$ cat src/rtl/spi_frame_ctrl.sv
`default_nettype none
// ============================================================================
// Module      : spi_frame_ctrl
// Description : Frame sequencer for the single-character SPI engine: asserts a
//               chip select, streams TX characters through the engine, returns
//               RX characters, then releases CS. Optional watchdog on the
//               engine handshake when SPI_FRAME_WDOG_EN is defined.
// Revision    : 1.0 - initial release
// ============================================================================
module spi_frame_ctrl #(
    parameter int NCS         = 4,
    parameter int CHAR_NBITS  = 32,
    parameter int LEN_W       = 16,
    parameter int DLY_W       = 4,
    parameter int WDOG_CYCLES = 65535
) (
    input  logic                  S_SYSCLK,
    input  logic                  S_RESETN,
    input  logic                  S_ENABLE,
    input  logic                  S_FRAME_GO,
    input  logic [LEN_W-1:0]      S_FRAME_LEN,
    input  logic [1:0]            S_CS_SEL,
    input  logic [DLY_W-1:0]      S_CSBEF,
    input  logic [DLY_W-1:0]      S_CSAFT,
    input  logic                  S_TX_VALID,
    input  logic [CHAR_NBITS-1:0] S_TX_DATA,
    output logic                  S_TX_READY,
    output logic                  S_RX_VALID,
    output logic [CHAR_NBITS-1:0] S_RX_DATA,
    output logic                  S_CHAR_GO,
    input  logic                  S_CHAR_DONE,
    output logic [CHAR_NBITS-1:0] S_WCHAR,
    input  logic [CHAR_NBITS-1:0] S_RCHAR,
    output logic [NCS-1:0]        S_SPI_CS_B,
    output logic                  S_BUSY,
`ifdef SPI_FRAME_WDOG_EN
    output logic                  S_WDOG_ERR,
`endif
    output logic                  S_FRAME_DONE
);

    typedef enum logic [2:0] {
        ST_IDLE  = 3'd0,
        ST_SETUP = 3'd1,
        ST_LOAD  = 3'd2,
        ST_XFER  = 3'd3,
        ST_HOLD  = 3'd4,
        ST_DONE  = 3'd5
    } state_t;

    state_t                r_state,      w_state_nxt;
    logic [LEN_W-1:0]      r_remaining,  w_remaining_nxt;
    logic [DLY_W-1:0]      r_dly,        w_dly_nxt;
    logic [DLY_W-1:0]      r_csaft,      w_csaft_nxt;
    logic [NCS-1:0]        r_cs_b,       w_cs_b_nxt;
    logic                  r_tx_ready,   w_tx_ready_nxt;
    logic                  r_rx_valid,   w_rx_valid_nxt;
    logic [CHAR_NBITS-1:0] r_rx_data,    w_rx_data_nxt;
    logic                  r_char_go,    w_char_go_nxt;
    logic [CHAR_NBITS-1:0] r_wchar,      w_wchar_nxt;
    logic                  r_busy,       w_busy_nxt;
    logic                  r_frame_done, w_frame_done_nxt;
    logic [NCS-1:0]        w_cs_dec;
    logic                  w_wdog_trip;
    logic                  w_in_frame;

`ifdef SPI_FRAME_WDOG_EN
    logic [15:0]           r_wdog_cnt,   w_wdog_cnt_nxt;
    logic                  r_wdog_err;
`endif

    // An out-of-range select decodes to no active line; the frame still runs.
    always_comb begin
        w_cs_dec = '1;
        for (int i = 0; i < NCS; i++) begin
            if (S_CS_SEL == 2'(i)) w_cs_dec[i] = 1'b0;
        end
    end

    assign w_in_frame = (r_state != ST_IDLE) && (r_state != ST_DONE);

    always_comb begin
        w_state_nxt      = r_state;
        w_remaining_nxt  = r_remaining;
        w_dly_nxt        = r_dly;
        w_csaft_nxt      = r_csaft;
        w_cs_b_nxt       = r_cs_b;
        w_tx_ready_nxt   = r_tx_ready;
        w_rx_valid_nxt   = 1'b0;
        w_rx_data_nxt    = r_rx_data;
        w_char_go_nxt    = 1'b0;
        w_wchar_nxt      = r_wchar;
        w_busy_nxt       = r_busy;
        w_frame_done_nxt = 1'b0;
        w_wdog_trip      = 1'b0;
`ifdef SPI_FRAME_WDOG_EN
        w_wdog_cnt_nxt   = r_wdog_cnt;
`endif

        case (r_state)
            ST_IDLE, ST_DONE: begin
                w_state_nxt = ST_IDLE;
                if (S_FRAME_GO && S_ENABLE) begin
                    w_state_nxt     = ST_SETUP;
                    w_remaining_nxt = S_FRAME_LEN;
                    w_dly_nxt       = S_CSBEF;
                    w_csaft_nxt     = S_CSAFT;
                    w_cs_b_nxt      = w_cs_dec;
                    w_busy_nxt      = 1'b1;
                end
            end
            ST_SETUP: begin
                if (r_dly == '0) begin
                    w_state_nxt    = ST_LOAD;
                    w_tx_ready_nxt = 1'b1;
                end else begin
                    w_dly_nxt = r_dly - DLY_W'(1);
                end
            end
            ST_LOAD: begin
                if (S_TX_VALID) begin
                    w_wchar_nxt    = S_TX_DATA;
                    w_char_go_nxt  = 1'b1;
                    w_tx_ready_nxt = 1'b0;
                    w_state_nxt    = ST_XFER;
`ifdef SPI_FRAME_WDOG_EN
                    w_wdog_cnt_nxt = 16'd0;
`endif
                end
            end
            ST_XFER: begin
                if (S_CHAR_DONE) begin
                    w_rx_data_nxt  = S_RCHAR;
                    w_rx_valid_nxt = 1'b1;
                    if (r_remaining == '0) begin
                        w_state_nxt = ST_HOLD;
                        w_dly_nxt   = r_csaft;
                    end else begin
                        w_remaining_nxt = r_remaining - LEN_W'(1);
                        w_state_nxt     = ST_LOAD;
                        w_tx_ready_nxt  = 1'b1;
                    end
                end else begin
`ifdef SPI_FRAME_WDOG_EN
                    if (r_wdog_cnt == 16'(WDOG_CYCLES - 1)) begin
                        w_wdog_trip = 1'b1;
                    end else begin
                        w_wdog_cnt_nxt = r_wdog_cnt + 16'd1;
                    end
`endif
                end
            end
            ST_HOLD: begin
                if (r_dly == '0) begin
                    w_state_nxt      = ST_DONE;
                    w_cs_b_nxt       = '1;
                    w_busy_nxt       = 1'b0;
                    w_frame_done_nxt = 1'b1;
                end else begin
                    w_dly_nxt = r_dly - DLY_W'(1);
                end
            end
            default: begin
                w_state_nxt = ST_IDLE;
            end
        endcase

        // Abort overrides everything, including a coincident character completion.
        if ((w_in_frame && !S_ENABLE) || w_wdog_trip) begin
            w_state_nxt      = ST_IDLE;
            w_cs_b_nxt       = '1;
            w_busy_nxt       = 1'b0;
            w_tx_ready_nxt   = 1'b0;
            w_char_go_nxt    = 1'b0;
            w_rx_valid_nxt   = 1'b0;
            w_rx_data_nxt    = r_rx_data;
            w_frame_done_nxt = 1'b0;
        end
    end

    always_ff @(posedge S_SYSCLK or negedge S_RESETN) begin
        if (!S_RESETN) begin
            r_state      <= ST_IDLE;
            r_remaining  <= '0;
            r_dly        <= '0;
            r_csaft      <= '0;
            r_cs_b       <= '1;
            r_tx_ready   <= 1'b0;
            r_rx_valid   <= 1'b0;
            r_rx_data    <= '0;
            r_char_go    <= 1'b0;
            r_wchar      <= '0;
            r_busy       <= 1'b0;
            r_frame_done <= 1'b0;
        end else begin
            r_state      <= w_state_nxt;
            r_remaining  <= w_remaining_nxt;
            r_dly        <= w_dly_nxt;
            r_csaft      <= w_csaft_nxt;
            r_cs_b       <= w_cs_b_nxt;
            r_tx_ready   <= w_tx_ready_nxt;
            r_rx_valid   <= w_rx_valid_nxt;
            r_rx_data    <= w_rx_data_nxt;
            r_char_go    <= w_char_go_nxt;
            r_wchar      <= w_wchar_nxt;
            r_busy       <= w_busy_nxt;
            r_frame_done <= w_frame_done_nxt;
        end
    end

`ifdef SPI_FRAME_WDOG_EN
    always_ff @(posedge S_SYSCLK or negedge S_RESETN) begin
        if (!S_RESETN) begin
            r_wdog_cnt <= 16'd0;
            r_wdog_err <= 1'b0;
        end else begin
            r_wdog_cnt <= w_wdog_cnt_nxt;
            r_wdog_err <= w_wdog_trip;
        end
    end

    assign S_WDOG_ERR = r_wdog_err;
`endif

    assign S_SPI_CS_B   = r_cs_b;
    assign S_TX_READY   = r_tx_ready;
    assign S_RX_VALID   = r_rx_valid;
    assign S_RX_DATA    = r_rx_data;
    assign S_CHAR_GO    = r_char_go;
    assign S_WCHAR      = r_wchar;
    assign S_BUSY       = r_busy;
    assign S_FRAME_DONE = r_frame_done;

endmodule
`default_nettype wire

$ cat config.mk
export PLATFORM = sky130hd
export DESIGN_NAME = spi_frame_ctrl
export DESIGN_NICKNAME = d
export VERILOG_FILES = /design/src/rtl/spi_frame_ctrl.sv
export SDC_FILE = /design/constraint.sdc
export NUM_CORES = 1
export LEC_CHECK = 0
export CORE_MARGIN = 1.5
export CORE_UTILIZATION = 39
export DETAILED_ROUTE_END_ITERATION = 6
export DONT_BUFFER_PORTS = 1
export SLEW_MARGIN = 30
export SYNTH_ARGS = -nofsm -noshare
export SYNTH_HDL_FRONTEND = slang
export SYNTH_SLANG_ARGS = --single-unit
$ cat constraint.sdc
create_clock -name S_SYSCLK -period 1.8 [get_ports S_SYSCLK]
set_input_delay 0.36 -clock S_SYSCLK [delete_from_list [all_inputs] [get_ports S_SYSCLK]]
set_output_delay 0.36 -clock S_SYSCLK [all_outputs]
set_load 0.02 [all_outputs]
# Yosys cells after proc, flatten, opt, wreduce, memory -nomap -nowiden
# Cells that the tools add are included.
[op_classes]
add_sub_neg = 2
bitwise_logic = 1
n_lt_le_gt_ge = 0
n_mul = 0
reduce_logical = 23
n_shift = 0
n_div = 0
n_mux = 44
n_eq_ne = 20
[ops]
columns = ["operator", "n"]
rows = [
  ["$mux W16", 3],
  ["$pmux W16 S2", 1],
  ["$mux W4", 7],
  ["$mux W1", 22],
  ["$ne A3 B3 Y1 const B", 7],
  ["$mux W3", 6],
  ["$logic_not A16 Y1", 1],
  ["$sub A16 B1 Y16 const B", 1],
  ["$pmux W3 S5", 1],
  ["$pmux W4 S3", 1],
  ["$ne A2 B2 Y1 const B", 5],
  ["$reduce_and A5 Y1", 2],
  ["$reduce_bool A3 Y1", 3],
  ["$pmux W4 S2", 1],
  ["$reduce_and A4 Y1", 2],
  ["$eq A3 B2 Y1 const B", 2],
  ["$eq A3 B3 Y1 const B", 2],
  ["$reduce_and A3 Y1", 2],
  ["$eq A2 B2 Y1 const B", 2],
  ["$logic_not A4 Y1", 1],
  ["$reduce_and A2 Y1", 2],
  ["$reduce_bool A4 Y1", 1],
  ["$reduce_or A2 Y1", 2],
  ["$sub A4 B1 Y4 const B", 1],
  ["other kinds (10)", 12],
]
[totals]
ram_bits = 0
romBits = 0
n_memories = 0
latchBits = 0
out_inout_bits = 73
wordCells = 102
ff_bits = 100
input_bits = 96

# Longest topological paths before layout
[logic_depth]
ltp_word = 5
mapped_depth = 8
ltp_nobuf = 6

# Least setup slack after synthesis
# Ideal clock, no wire load.
[synth_path]
path_type = "register to register"
startpoint = "register r_remaining[0]"
endpoint = "register r_remaining[14]"
setup_time_ps = 135
stages_incl_launch_ff = 8
path_slack_ps = 30
t_required_ps = 1665
t_arrival_ps = 1635
path_buffers = 1
period_less_slack_ps = 1770
path_cell_list = "dfrtp_1 > inv_1 > ha_1 > nor3b_1 > buf_2 > nand4_1 > o311ai_0 > o21ai_1"
[synth_between]
elab_chain_cells = 4
word_cells_on_any_way = 7
cone_classes = "add/sub (1); eq/ne (1); mux (3); reduce/logical (2)"
[synth_lines]
columns = ["element", "line_no", "source"]
rows = [
  ["start, declared", "52", "logic [LEN_W-1:0] r_remaining, w_remaining_nxt;"],
  ["start signal, assigned", "197", "r_remaining <= w_remaining_nxt;"],
  ["$sub A16 B1 Y16", "139", "w_remaining_nxt = r_remaining - LEN_W'(1);"],
  ["$mux W16", "135", "if (r_remaining == '0) begin"],
  ["$mux W16", "132", "if (S_CHAR_DONE) begin"],
  ["$pmux W16 S2", "100", "case (r_state)"],
]
# Several ways; a longest one is shown, not always the timed one. The select of a mux whose other input is x is not followed.
# A chain may end at the register's enable or synchronous reset.

# Final worst setup path
[layout_path]
startpoint = "register r_state[0]"
endpoint = "register r_dly[2]"
[layout_between]
elab_chain_cells = 4
word_cells_on_any_way = 14
cone_classes = "eq/ne (8); mux (1); reduce/logical (5)"
[layout_lines]
columns = ["element", "line_no", "source"]
rows = [
  ["start, declared", "51", "state_t r_state, w_state_nxt;"],
  ["start signal, assigned", "196", "r_state <= w_state_nxt;"],
  ["$eq A3 B3 Y1, or another cell as far along", "100", ""],
  ["$reduce_or A2 Y1 (on tied branches)", "n/a", ""],
  ["$ne A2 B2 Y1 (no line) or $reduce_bool A3 Y1 (tied branches)", "n/a", ""],
  ["$reduce_and A5 Y1 (no line)", "n/a", ""],
  ["end signal, assigned", "198", "r_dly <= w_dly_nxt;"],
  ["end, declared", "53", "logic [DLY_W-1:0] r_dly, w_dly_nxt;"],
]
# Several ways; a longest one is shown, not always the timed one.

==> summary.txt <==
Run status
  • Status: finished with violations
  • Failing checks: hold timing

Global routing
  • Met1 Use GR: 0.224
  • GR peak layer: met2
  • GR Util met3: 0.0616
  • Pin count of the biggest net entering global routing: 101
  • First-pass GRT wire length: 17900 um
  • Total GRT Usage: 0.179
  • Total grt overflow: 0
  • Number of global-route vias before repair: 3493
  • Initial antenna violation count: 1
  • Met2 Resource Use GR: 0.276

CTS
  • CTS Root Cell: clkbuf_16
  • Clk buf depth: 2
  • Clock Sinks: 100
  • Worst-path clk slew: 0.07 ns
  • CTS tree: yes
  • Htree depth: 3
  • Total CTS buffers: 9
  • Worst skew pair latency: 0.35 ns

Final layout
  • Nets: 528
  • Share of layout cells above drive strength 1: 0.353
  • Area growth, synth to finish: 15.9%

Floorplan
  • Core ar.: 12000 um2
  • Die W: 114 um
  • Initial Util: 0.399
  • FP Rows: 40
  • Boundary Pins: 169
  • Die Area: 13000 um2
  • Die Y: 114 um

Power
  • Net load switching power: 3.04 mW
  • Part of the power in the clock network: 0.222
  • Int Pwr: 5.16 mW
  • Comb pwr share: 0.269
  • Pwr Density: 1480 nW/um2
  • Sw Ratio: 0.371
  • Seq pwr share: 0.509
  • Max IR drop VDD: 0.705 mV
  • P_leak: 2.51 nW

Logic synthesis
  • Async SR Flop Fraction: 1.00
  • Synth Cell Area: 4790 um2
  • Netlist cell types: 63
  • Syn Inst Count: 404
  • Sequential share of the synthesized area: 0.524
  • Synth Area per Inst: 11.9 um2
  • Top_reg_cell synth: dfrtp_1
  • Main combinational cell family by area after synthesis: multiplexers
  • Area fraction in compound gates after synthesis: 0.145
  • Adder-cell share of the synthesized area: 0.00784
  • Simple-gate share of the synthesized area: 0.105
  • Post-synth EDFFs: 0
  • Synth top area cells: dfrtp_1, mux2_2, dfstp_2
  • Synth top area share: 0.502
  • Syn nets: 503
  • Yosys top cell by area: dfrtp_1
  • Mux contribution to synthesized area: 0.171
  • Yosys reg bits: 100
  • Xor/xnor cell area share of the yosys netlist: 0.00679
  • Yosys warnings: 0

STA
  • Setup TNS: 0 ns
  • Worst setup margin: 0.0615 ns
  • # setup viols final: 0
  • Slew @ Worst Pin: 0.353 ns
  • Max Freq: 575 MHz
  • WHS: -0.298 ns
  • Final Hold Vio Count: 100
  • Pins Over Slew Limit: 0
  • Crit path time final: 1.74 ns
  • RSZ-0062 raised after global routing: yes
  • Layout Skew: 0.00740 ns
  • Max_slew headroom: 0.759
  • Fin crit share: 0.966

Placement
  • Pre-CTS WS: -0.0360 ns
  • Port Buf Inserts: 0
  • Gpl congestion: 0.848
  • Post-DP HPWL: 7880 um

Worst hold path
  • Worst min-delay path class: in -> async

Detailed routing
  • DR DRC count: 0
  • Final WL: 11400 um
  • Via count: 3347
  • Vias/cell: 5.75
  • DR iter-0 viols: 327
  • First-pass iteration count of the detailed router: 5
  • Avg WL per Cell: 19.6 um
  • Final ANT Viol Nets: 0

Setup path
  • Slowest cell on crit path: or4b_1
  • Worst EP arrival: 2.00 ns
  • CP cell instances: xnor2_2 -> buf_4 -> or4b_1 -> a31o_1 -> o211ai_1
  • CP Data Required Time: 2.06 ns
  • Setup crit start kind: flop
  • Worst-path maximum fanout: 5
  • Slowest cell delay on critical path: 0.47 ns
  • CP endpoint kind: flop
  • Crit path kind: reg -> reg

Job
  • Max Cap Viol: 0
[worst max-delay path: cells and delay by family, from the launching register on]
kind            cells  cell delay [ns]
buf+inv             1             0.16
xor+xnor            1             0.18
flops               1             0.46
simple gates        1             0.47
compound gates      2             0.37
[registers in the layout, indices dropped and copies added (netlist names)]
name and count:
S_TX_READY 1, S_WCHAR 32, S_SPI_CS_B 4, S_RX_VALID 1, S_FRAME_DONE 1, r_dly 4, S_CHAR_GO 1, r_remaining 16
S_BUSY 1, S_RX_DATA 32, r_csaft 4, r_state 3
[power by group through the flow]
stage / clock, mW / combinational, mW / sequential, mW
2_1_floorplan: 0 / 1.48 / 4.01
3_3_place_gp: 0 / 2.04 / 4.18
3_5_place_dp: 0 / 2.10 / 4.17
4_1_cts: 1.87 / 2.10 / 4.15
5_1_grt: 1.97 / 2.42 / 4.27
6_report: 1.82 / 2.20 / 4.18
[cell usage after synthesis, types with 3 or more instances]
| library cell | instances |
|---|---|
| buf_2 | 17 |
| nand2_1 | 13 |
| and2_1 | 5 |
| mux2i_1 | 3 |
| a31oi_1 | 7 |
| buf_4 | 3 |
| dfrtp_1 | 96 |
| nand3b_1 | 3 |
| inv_1 | 14 |
| clkbuf_1 | 7 |
| o22ai_1 | 6 |
| nand2b_1 | 4 |
| nor2b_1 | 4 |
| dfstp_2 | 4 |
| ha_1 | 3 |
| nand3_1 | 10 |
| nor3_1 | 5 |
| mux2_2 | 69 |
| o211ai_1 | 6 |
| a2bb2oi_1 | 7 |
| a211oi_1 | 10 |
| a22oi_1 | 3 |
| nand4_1 | 4 |
| nor2_1 | 18 |
| a21oi_1 | 12 |
| o21ai_0 | 18 |
| and4_1 | 3 |
| a21o_1 | 3 |
[kinds of logic (layout without fill, tap and decap cells)]
logic type | Yosys count | in the layout
simple gates | 86 | 86
compound gates | 98 | 98
other cells | 0 | 1
fa+ha+maj | 3 | 3
xor+xnor | 2 | 2
mux | 73 | 73
flops | 100 | 100
buf+inv | 42 | 72
[worst paths after layout]
| check | startpoint | end | slack (ns) | cells after the start |
|---|---|---|---|---|
| min in group S_SYSCLK | S_CS_SEL[1] | S_SPI_CS_B[2] | 0.05 | 1 |
| max in group asynchronous | S_RESETN | S_SPI_CS_B[3] | 1.86 | 0 |
| worst min register to register | r_csaft[3] | r_csaft[3] | 0.52 | 1 |
| worst min-delay path | S_RESETN | r_dly[1] | -0.30 | 0 |
| worst max register to register | r_state[0] | r_dly[2] | 0.06 | 5 |
| worst max-delay path | r_state[0] | r_dly[2] | 0.06 | 5 |
[cell type report]
cell class                 count  area (um2)
clock buffer                  10         229
tap                          147         184
antenna                        1        2.50
sequential                   100        2510
multi-input combinational    262        2140
timing repair buffer          42         385
inverter                      14        52.6
clock inverter                 6        47.5
fill                        1100        6460
[per-stage QoR]
stage	util	area [um2]	instances	power, mW
final	0.462	5550	582	8.20
after global routing	0.462	5550	581	8.66
after CTS	0.452	5430	577	8.12
after detailed placement	0.429	5150	561	6.26
after global placement	0.429	5150	561	6.22
after floorplan	-	4790	404	5.49
[layer usage]
layer / vias to the layer above / share of wire
met1: 1650 / 0.43
met4: 0 / 0.019
met2: 138 / 0.46
met5: - / 0
li1: 1546 / -
met3: 13 / 0.091
[cells in the final DEF (no fill, tap or decap), types with 5 or more instances in the layout]
| cell type | n |
|---|---|
| buf_4 | 35 |
| o21ai_0 | 17 |
| clkbuf_16 | 10 |
| nand3_1 | 10 |
| a31oi_1 | 7 |
| a21oi_1 | 12 |
| a2bb2oi_1 | 7 |
| o211ai_1 | 6 |
| dfrtp_1 | 94 |
| inv_1 | 14 |
| mux2_2 | 69 |
| nor2_1 | 18 |
| a211oi_1 | 10 |
| o22ai_1 | 6 |
| nand2_1 | 13 |
| and2_1 | 5 |
[what timing repair did]
action	CTS	global route
gates cloned	0	1
buffers inserted	0	3
hold endpoints to repair	100	100
pin swaps	0	1
gates resized for setup	3	19
setup endpoints to repair	11	53
(Power assumes the default switching activity.)
